===== config.mk =====
export PLATFORM = sky130hd
export DESIGN_NAME = fb_reader_flat
export DESIGN_NICKNAME = d
export VERILOG_FILES = /design/src/rtl/fb_pkg.sv /design/src/rtl/wshb_if.sv /design/src/rtl/fb_addr_cnt.sv /design/src/rtl/fb_reader.sv /design/src/flat_wrapper.sv
export SDC_FILE = /design/constraint.sdc
export NUM_CORES = 1
export LEC_CHECK = 0
export ABC_AREA = 1
export CORE_MARGIN = 1.5
export CORE_UTILIZATION = 49
export CTS_BUF_LIST = sky130_fd_sc_hd__clkbuf_4
export DETAILED_ROUTE_END_ITERATION = 10
export PLACE_DENSITY_LB_ADDON = 0.1
export SYNTH_ARGS = -nofsm -noshare
export SYNTH_HDL_FRONTEND = slang
export SYNTH_SLANG_ARGS = --single-unit

===== constraint.sdc =====
create_clock -name clk -period 5.53 [get_ports clk]
set_input_delay 0.553 -clock clk [delete_from_list [all_inputs] [get_ports clk]]
set_output_delay 0.553 -clock clk [all_outputs]
set_load 0.02 [all_outputs]

===== src/rtl/fb_pkg.sv =====
// Shared types and defaults for the frame-buffer reader.
package fb_pkg;

    localparam int HDISP_DEF     = 800;
    localparam int VDISP_DEF     = 480;
    localparam int BURST_DEF     = 64;
    localparam int BYTES_PER_PIX = 4;

    typedef enum logic [1:0] {
        ST_IDLE,
        ST_READ,
        ST_HOLD,
        ST_GAP
    } fb_state_e;

endpackage


===== src/rtl/wshb_if.sv =====
// Classic Wishbone bus bundle; the master drives the request, the slave returns data and ack.
interface wshb_if;

    logic [31:0] adr;
    logic [31:0] dat_sm;
    logic [31:0] dat_ms;
    logic        cyc;
    logic        stb;
    logic        we;
    logic [3:0]  sel;
    logic [2:0]  cti;
    logic [1:0]  bte;
    logic        ack;

    modport master (
        output adr, dat_ms, cyc, stb, we, sel, cti, bte,
        input  dat_sm, ack
    );

    modport slave (
        input  adr, dat_ms, cyc, stb, we, sel, cti, bte,
        output dat_sm, ack
    );

endinterface


===== src/rtl/fb_addr_cnt.sv =====
// Raster x/y pixel counters with byte-address generation; address is combinational from the counters.
// Counters move only on inc_i, so the caller's stall (no ack) simply holds the address.
module fb_addr_cnt
    import fb_pkg::*;
#(
    parameter int HDISP = HDISP_DEF,
    parameter int VDISP = VDISP_DEF
) (
    input  logic        clk,
    input  logic        rst,
    input  logic        clr_i,
    input  logic        inc_i,
    output logic        eof_o,
    output logic [31:0] adr_o
);

    localparam int XW = (HDISP > 1) ? $clog2(HDISP) : 1;
    localparam int YW = (VDISP > 1) ? $clog2(VDISP) : 1;
    localparam logic [XW-1:0] X_LAST = XW'(HDISP - 1);
    localparam logic [YW-1:0] Y_LAST = YW'(VDISP - 1);

    logic [XW-1:0] x_q, x_d;
    logic [YW-1:0] y_q, y_d;
    logic          x_last;
    logic          y_last;

    assign x_last = (x_q == X_LAST);
    assign y_last = (y_q == Y_LAST);
    assign eof_o  = x_last && y_last;

    always_comb begin
        x_d = x_q;
        y_d = y_q;
        if (clr_i) begin
            x_d = '0;
            y_d = '0;
        end else if (inc_i) begin
            if (x_last) begin
                x_d = '0;
                y_d = y_last ? '0 : y_q + 1'b1;
            end else begin
                x_d = x_q + 1'b1;
            end
        end
    end

    always_ff @(posedge clk or posedge rst) begin
        if (rst) begin
            x_q <= '0;
            y_q <= '0;
        end else begin
            x_q <= x_d;
            y_q <= y_d;
        end
    end

    assign adr_o = (32'(x_q) + 32'(y_q) * 32'(HDISP)) * 32'(BYTES_PER_PIX);

endmodule


===== src/rtl/fb_reader.sv =====
// Streams a frame from memory over Wishbone into a FIFO; each acked word is pushed the same cycle.
// Stops requesting on fifo_afull (after the in-flight ack) and idles the bus one cycle every BURST acks.
module fb_reader
    import fb_pkg::*;
#(
    parameter int HDISP = HDISP_DEF,
    parameter int VDISP = VDISP_DEF,
    parameter int BURST = BURST_DEF
) (
    input  logic        clk,
    input  logic        rst,
    input  logic        enable,
    wshb_if.master      wshb_ifm,
    output logic [31:0] fifo_wdata,
    output logic        fifo_write,
    input  logic        fifo_afull,
    output logic        frame_done
);

    localparam int BW = $clog2(BURST + 1);
    localparam logic [BW-1:0] BURST_LAST = BW'(BURST - 1);

    fb_state_e     state_q, state_d;
    logic [BW-1:0] burst_q, burst_d;
    logic          acked;
    logic          cnt_clr;
    logic          eof;
    logic [31:0]   adr;

    assign acked = (state_q == ST_READ) && wshb_ifm.ack;

    always_comb begin
        state_d = state_q;
        burst_d = burst_q;
        case (state_q)
            ST_IDLE: begin
                burst_d = '0;
                if (enable) state_d = ST_READ;
            end
            ST_READ: begin
                if (wshb_ifm.ack) begin
                    burst_d = burst_q + 1'b1;
                    if (!enable) begin
                        state_d = ST_IDLE;
                        burst_d = '0;
                    end else if (fifo_afull) begin
                        state_d = ST_HOLD;
                        burst_d = '0;
                    end else if (burst_q == BURST_LAST) begin
                        state_d = ST_GAP;
                        burst_d = '0;
                    end
                end
            end
            ST_HOLD: begin
                burst_d = '0;
                if (!enable) begin
                    state_d = ST_IDLE;
                end else if (!fifo_afull) begin
                    state_d = ST_READ;
                end
            end
            ST_GAP: begin
                burst_d = '0;
                state_d = ST_READ;
            end
            default: begin
                state_d = ST_IDLE;
                burst_d = '0;
            end
        endcase
    end

    always_ff @(posedge clk or posedge rst) begin
        if (rst) begin
            state_q <= ST_IDLE;
            burst_q <= '0;
        end else begin
            state_q <= state_d;
            burst_q <= burst_d;
        end
    end

    // Sitting in IDLE keeps the counters at zero, so every new read-out starts at pixel 0.
    assign cnt_clr = (state_q == ST_IDLE) || (acked && !enable);

    fb_addr_cnt #(
        .HDISP(HDISP),
        .VDISP(VDISP)
    ) u_addr_cnt (
        .clk   (clk),
        .rst   (rst),
        .clr_i (cnt_clr),
        .inc_i (acked),
        .eof_o (eof),
        .adr_o (adr)
    );

    assign wshb_ifm.stb    = (state_q == ST_READ);
    assign wshb_ifm.cyc    = (state_q == ST_READ);
    assign wshb_ifm.adr    = adr;
    assign wshb_ifm.we     = 1'b0;
    assign wshb_ifm.sel    = 4'b1111;
    assign wshb_ifm.cti    = 3'b000;
    assign wshb_ifm.bte    = 2'b00;
    assign wshb_ifm.dat_ms = 32'd0;

    assign fifo_write = acked;
    assign fifo_wdata = wshb_ifm.dat_sm;
    assign frame_done = acked && eof;

endmodule


===== src/flat_wrapper.sv =====
// flat-port wrapper written by rule: the top's interface ports become plain ports
module fb_reader_flat import fb_pkg::*;
#(
    parameter int HDISP = HDISP_DEF,
    parameter int VDISP = VDISP_DEF,
    parameter int BURST = BURST_DEF
)
  (clk, rst, enable, fifo_wdata, fifo_write, fifo_afull, frame_done, wshb_ifm_adr, wshb_ifm_dat_ms, wshb_ifm_cyc, wshb_ifm_stb, wshb_ifm_we, wshb_ifm_sel, wshb_ifm_cti, wshb_ifm_bte, wshb_ifm_dat_sm, wshb_ifm_ack);
  wshb_if wshb_ifm_i ();
  input  logic clk;
  input  logic rst;
  input  logic enable;
  output logic [31:0] fifo_wdata;
  output logic fifo_write;
  input  logic fifo_afull;
  output logic frame_done;
  output wire logic [$bits(wshb_ifm_i.adr)-1:0] wshb_ifm_adr;
  output wire logic [$bits(wshb_ifm_i.dat_ms)-1:0] wshb_ifm_dat_ms;
  output wire logic [$bits(wshb_ifm_i.cyc)-1:0] wshb_ifm_cyc;
  output wire logic [$bits(wshb_ifm_i.stb)-1:0] wshb_ifm_stb;
  output wire logic [$bits(wshb_ifm_i.we)-1:0] wshb_ifm_we;
  output wire logic [$bits(wshb_ifm_i.sel)-1:0] wshb_ifm_sel;
  output wire logic [$bits(wshb_ifm_i.cti)-1:0] wshb_ifm_cti;
  output wire logic [$bits(wshb_ifm_i.bte)-1:0] wshb_ifm_bte;
  input wire logic [$bits(wshb_ifm_i.dat_sm)-1:0] wshb_ifm_dat_sm;
  input wire logic [$bits(wshb_ifm_i.ack)-1:0] wshb_ifm_ack;
  assign wshb_ifm_adr = wshb_ifm_i.adr;
  assign wshb_ifm_dat_ms = wshb_ifm_i.dat_ms;
  assign wshb_ifm_cyc = wshb_ifm_i.cyc;
  assign wshb_ifm_stb = wshb_ifm_i.stb;
  assign wshb_ifm_we = wshb_ifm_i.we;
  assign wshb_ifm_sel = wshb_ifm_i.sel;
  assign wshb_ifm_cti = wshb_ifm_i.cti;
  assign wshb_ifm_bte = wshb_ifm_i.bte;
  assign wshb_ifm_i.dat_sm = wshb_ifm_dat_sm;
  assign wshb_ifm_i.ack = wshb_ifm_ack;
  fb_reader #(.HDISP(HDISP), .VDISP(VDISP), .BURST(BURST)) u_core (.clk(clk), .rst(rst), .enable(enable), .wshb_ifm(wshb_ifm_i), .fifo_wdata(fifo_wdata), .fifo_write(fifo_write), .fifo_afull(fifo_afull), .frame_done(frame_done));
endmodule

After elaboration in Yosys (flattened, before gate mapping) --
Cells that the tools add are included.
Word-level totals: word-level logic and storage cells 51, register bits after elaboration 28, output and inout bits 110
Operators by class: equal/unequal tests 10, add/subtract/negate cells 4, $mul 1, muxes and demuxes 20, reduce and logical (&&, ||, !) cells 12
Operators with widths (number):
- two-way mux 9 bit | 4
- two-way mux 10 bit | 3
- two-way mux 7 bit | 4
- adder 10 x 19 -> 20 bit | 1
- multiplier 9 x 5 -> 14 bit, second input constant | 1
- two-way mux 2 bit | 7
- one-hot mux 7 bit (2 select lines) | 1
- adder 10 x 1 -> 10 bit, second input constant | 1
- == test 10 bit, second input constant | 1
- adder 9 x 1 -> 9 bit, second input constant | 1
- == test 9 bit, second input constant | 1
- one-hot mux 2 bit (4 select lines) | 1
- adder 7 x 1 -> 7 bit, second input constant | 1
- == test 7 x 6 -> 1 bit, second input constant | 1
- == test 2 bit, second input constant | 2
- logical AND 1 bit | 4
- != test 4 x 3 -> 1 bit, second input constant | 1
- AND reduction 4 bit | 1
- nonzero test 2 bit | 2
- != test 3 bit, second input constant | 1
- OR reduction 3 bit | 1
- == test 2 x 1 -> 1 bit, second input constant | 1
- logical NOT 2 bit | 1
- != test 2 x 1 -> 1 bit, second input constant | 1
- other kinds (4) | 4

Logic depth before layout (Yosys ltp) --
depth after elaboration 6, mapped depth 20

Modules after synthesis --
Synthesis repeated with hierarchy kept, for this count alone.
Second synthesis, totals: cells, all modules 527, area, all modules 3721.1 sq um
Modules (own cells, without submodules):
- fb_addr_cnt | cells an instance 365, times used 1, seq. area each 475.5 sq um, area each 2523.7 sq um
- fb_reader | cells an instance 162, times used 1, seq. area each 225.2 sq um, area each 1197.4 sq um

Worst setup path before layout --
OpenSTA, ideal clock, no wires.
kind flip-flop to output port, start point reg u_core.u_addr_cnt.y_q[5], end point out wshb_ifm_adr[17], stages on the path, launching flop included 17, path slack 2.087 ns, arrival time 2.890 ns, path buffers 0, cells stage by stage dfrtp_1 > inv_1 > ha_1 > inv_1 > ha_1 > inv_1 > fa_1 > inv_1 > ha_1 > nand2_1 > clkinv_1 > nand3_1 > nand3_2 > nand2_4 > inv_2 > nor2_4 > xor2_1
Between the ends: longest elaborated chain between the ends 2
Ends and longest elaborated chain:
- start: declaration | line fb_addr_cnt.sv:23 | logic [YW-1:0] y_q, y_d;
- start signal: assignment | line fb_addr_cnt.sv:53 | y_q <= y_d;
- multiplier 9 x 5 -> 14 bit | line fb_addr_cnt.sv:57 | assign adr_o = (32'(x_q) + 32'(y_q) * 32'(HDISP)) * 32'(BYTES_PER_PIX);
- adder 10 x 19 -> 20 bit | line fb_addr_cnt.sv:57
- end: declaration | line flat_wrapper.sv:17 | output wire logic [$bits(wshb_ifm_i.adr)-1:0] wshb_ifm_adr;
No other way between the ends.

Final worst setup path --
start point reg u_core.u_addr_cnt.y_q[5], end point out wshb_ifm_adr[20]
The elaborated chain is that of the path after synthesis.

==> results.py <==
metrics = {
    "status": {
        "status": "finished clean",
    },
    "die": {
        "ios": 147,
        "die_h_um": 89.35,
        "total_die_area_um2": 7983,
        "die_width_um": 89.35,
        "core-area_um2": 7214,
        "placement_rows": 31,
        "initial_util_pct": 50.64,
    },
    "cells_and_area": {
        "highest_count_cells_in_the_layout_ignoring_fill_and_taps": "nand2_1, inv_1, conb_1",
        "layout.nets": 567,
        "num-fill-cells": 799,
        "layout_commonest_cell": "nand2_1",
        "area_growth_synth_to_finish_pct": -2.192,
        "antenna_cells": 0,
        "final_layout_size_suffix_gt1_share_pct": 8.732,
    },
    "logic_synthesis": {
        "synth.yosys.seq_area_share_pct": 19.18,
        "postSynthRegisterBits": 28,
        "synth.lib_cells_used.distinct": 36,
        "synth_area_per_cell_um2": 7.441,
        "synth_top_cells_by_area": "dfrtp_1, buf_4, ha_1",
        "number_of_warning_messages_in_the_yosys_log": 0,
        "synth_largest_area_cell": "dfrtp_1",
        "syn-cell-area_um2": 3654,
        "top_area_cell_type_share_of_the_netlist_area_pct": 19.18,
        "post_synth_inst_count": 491,
    },
    "sta": {
        "setup_viol": 0,
        "timing.final.crit_share_pct": 81.20,
        "timing.final.ws_setup_ns": 1.040,
        "finalHoldViolations": 0,
        "timing.final.max_slew_violations": 0,
        "fmax_mhz": 222.7,
        "fin_setup_tns_ns": 0,
        "final.setup_skew_ns": 0.01419,
        "post-route-min-period_ns": 4.490,
        "rsz_0062_raised_after_global_routing": "false",
        "relSlewSlack_pct": 65.83,
        "least_margin_pin_slew_ns": 0.5098,
    },
    "worst_setup_path": {
        "maximum_fanout_encountered_on_the_critical_timing_path": 5,
        "path_common_cell": "nand2_1",
        "cp-end-kind": "output pin",
        "crit_path_top_delay_cell": "clkdlybuf4s50_1",
        "critPathMaxStageDelay_ns": 0.59,
        "worstPathArrival_ns": 3.94,
        "path_cells": "inv_1, ha_1, inv_1, ha_1, inv_1, fa_1, inv_1, ha_1, nand2_1, nand2_1, a21oi_1, nand2_1, nand2_1, nand2_1, nor2_2, nand2_1, nand2_1, nand2_1, inv_1, clkdlybuf4s50_1",
        "critical_path.startpoint_type": "flop",
        "required_time_worst_endpoint_ns": 4.98,
        "path_class": "reg -> out",
    },
    "clocking": {
        "post_cts.repair.setup_buffers": 0,
        "worst_skew_pair.late_latency_ns": 0.33,
        "cts_root_buf": "clkbuf_4",
        "post_cts_hold_buffers": 0,
        "tritoncts_num_sinks": 28,
        "tritoncts.num_buffers": 3,
        "cts_tree": "done",
        "clkSlewWorstSetupHoldPaths_ns": 0.14,
        "cts-htree-levels": 1,
        "postCtsResizedCells": 0,
        "cts-root-to-sink-buffers": 2,
    },
    "global_routing": {
        "grt_antenna_before_repair": 0,
        "overall_global_routing_resource_usage_pct": 16.22,
        "global_route_wire_length_before_repair_mm": 10.35,
        "grt_start_max_net_pins": 29,
        "grt_pass1_vias": 2379,
        "overflow": 0,
    },
    "power_and_ir_drop": {
        "power.static_leakage_nw": 1.933,
        "peakVddDrop_mv": 0.3003,
        "power_density_nw_per_um2": 266.1,
    },
    "detailed_routing": {
        "detail_route.iter0.violations": 73,
        "postRouteAntennaNets": 0,
        "first_pass_iters": 4,
        "total_length_of_routed_wires_mm": 6.199,
        "drt-vias-per-instance": 4.569,
        "drc": 0,
        "route.vias.total": 2650,
        "routedWlPerCell_um": 10.69,
    },
    "place": {
        "io_buffers": 28,
        "place_hpwl_mm": 5.149,
        "gp_congestion": 0.8455,
        "pre_cts_slack_ns": 1.385,
    },
    "run": {
        "drv_cap": 0,
    },
    "hold_path": {
        "hp-class": "reg -> reg",
    },
}
[per-stage QoR]
| step | instances | total power [mW] | utilization (%) | instance area [um^2] | hold WS [ns] |
|---|---|---|---|---|---|
| 6_report | 580 | 0.9508 | 49.53 | 3573 | 0.5105 |
| 5_1_grt | 580 | 1.038 | 49.53 | 3573 | 0.5423 |
| 4_1_cts | 580 | 0.9682 | 49.53 | 3573 | 0.5171 |
| 3_5_place_dp | 577 | 0.8720 | 49.22 | 3551 | 0.4975 |
| 3_3_place_gp | 577 | 0.8763 | 49.22 | 3551 | 0.4820 |
| 2_1_floorplan | 543 | 0.7909 | - | 3849 | 0.4724 |
[synth_stat cells, drive strengths merged]
cell     instances
conb             2
ha              42
nor2            31
nor3b            1
inv             69
o22ai            2
o21bai           1
a21o             2
and3             1
clkinv           1
dfrtp           28
a21oi           15
nand3b           2
o21ai           19
xnor2            7
xor2            17
buf             94
nand3           28
nor4             1
nand2          103
fa               5
nand4            7
o2111ai          1
nor3            11
a31oi            1
[area by class of cell]
type                       count  area (um^2)  area share (%)
multi-input combinational    351         2176           60.89
clock buffer                   3        22.52          0.6303
timing repair buffer          29        287.8           8.053
sequential                    28        700.7           19.61
inverter                      70        262.8           7.353
tap                           99        123.9           3.466
[registers in the layout, indices dropped and copies added (netlist names)]
name	cells
u_core.state_q	2
u_core.u_addr_cnt.y_q	9
u_core.burst_q	7
u_core.u_addr_cnt.x_q	10
[path summary, 6_finish.rpt]
check,from,to,slack [ns],cells after the start
max,u_core.u_addr_cnt.y_q[5]$_DFFE_PP0P_,wshb_ifm_adr[20],1.04,20
min,u_core.burst_q[6]$_DFFE_PP0N_,u_core.burst_q[6]$_DFFE_PP0N_,0.51,2
max reg2reg,u_core.state_q[1]$_DFFE_PP0P_,u_core.u_addr_cnt.y_q[5]$_DFFE_PP0P_,3.53,10
min reg2reg,u_core.burst_q[6]$_DFFE_PP0N_,u_core.burst_q[6]$_DFFE_PP0N_,0.51,2
max in group asynchronous,rst,u_core.burst_q[0]$_DFFE_PP0N_,4.69,3
min in group asynchronous,rst,u_core.u_addr_cnt.x_q[4]$_DFFE_PP0P_,0.56,3
[where the power goes]
part           internal (mW)  switching [mW]  total [mW]
clock network         0.0256          0.0601      0.0857
logic                  0.213           0.386       0.598
registers              0.233          0.0338       0.267
[cell families (layout without fill, tap and decap cells)]
logic type / count (synthesis) / in the layout / synth area share (%)
other: 2 / 54 / 0.2056
AND/OR/NAND/NOR: 185 / 185 / 24.18
flip-flops: 28 / 28 / 19.18
adder cells (fa/ha/maj): 47 / 47 / 17.12
XOR/XNOR: 24 / 24 / 5.753
buffers and inverters: 164 / 102 / 26.61
AO/OA/AOI/OAI: 41 / 41 / 6.952
[worst max-delay path: cells and delay by family (launching register included)]
family,cells,cell delay (ns)
adders and majority gates,4,1.38
buffers and inverters,6,0.86
and+or+nand+nor,9,0.70
DFF,1,0.50
AOI/OAI and AO/OA,1,0.18
[metal layers]
layer / GRT usage, % / part of all wire [%]
met5: 0 / 0
met1: 21.64 / 48
met4: 6.154 / 1.1
met3: 1.200 / 2.8
met2: 27.41 / 48
(Power assumes the default switching activity.)
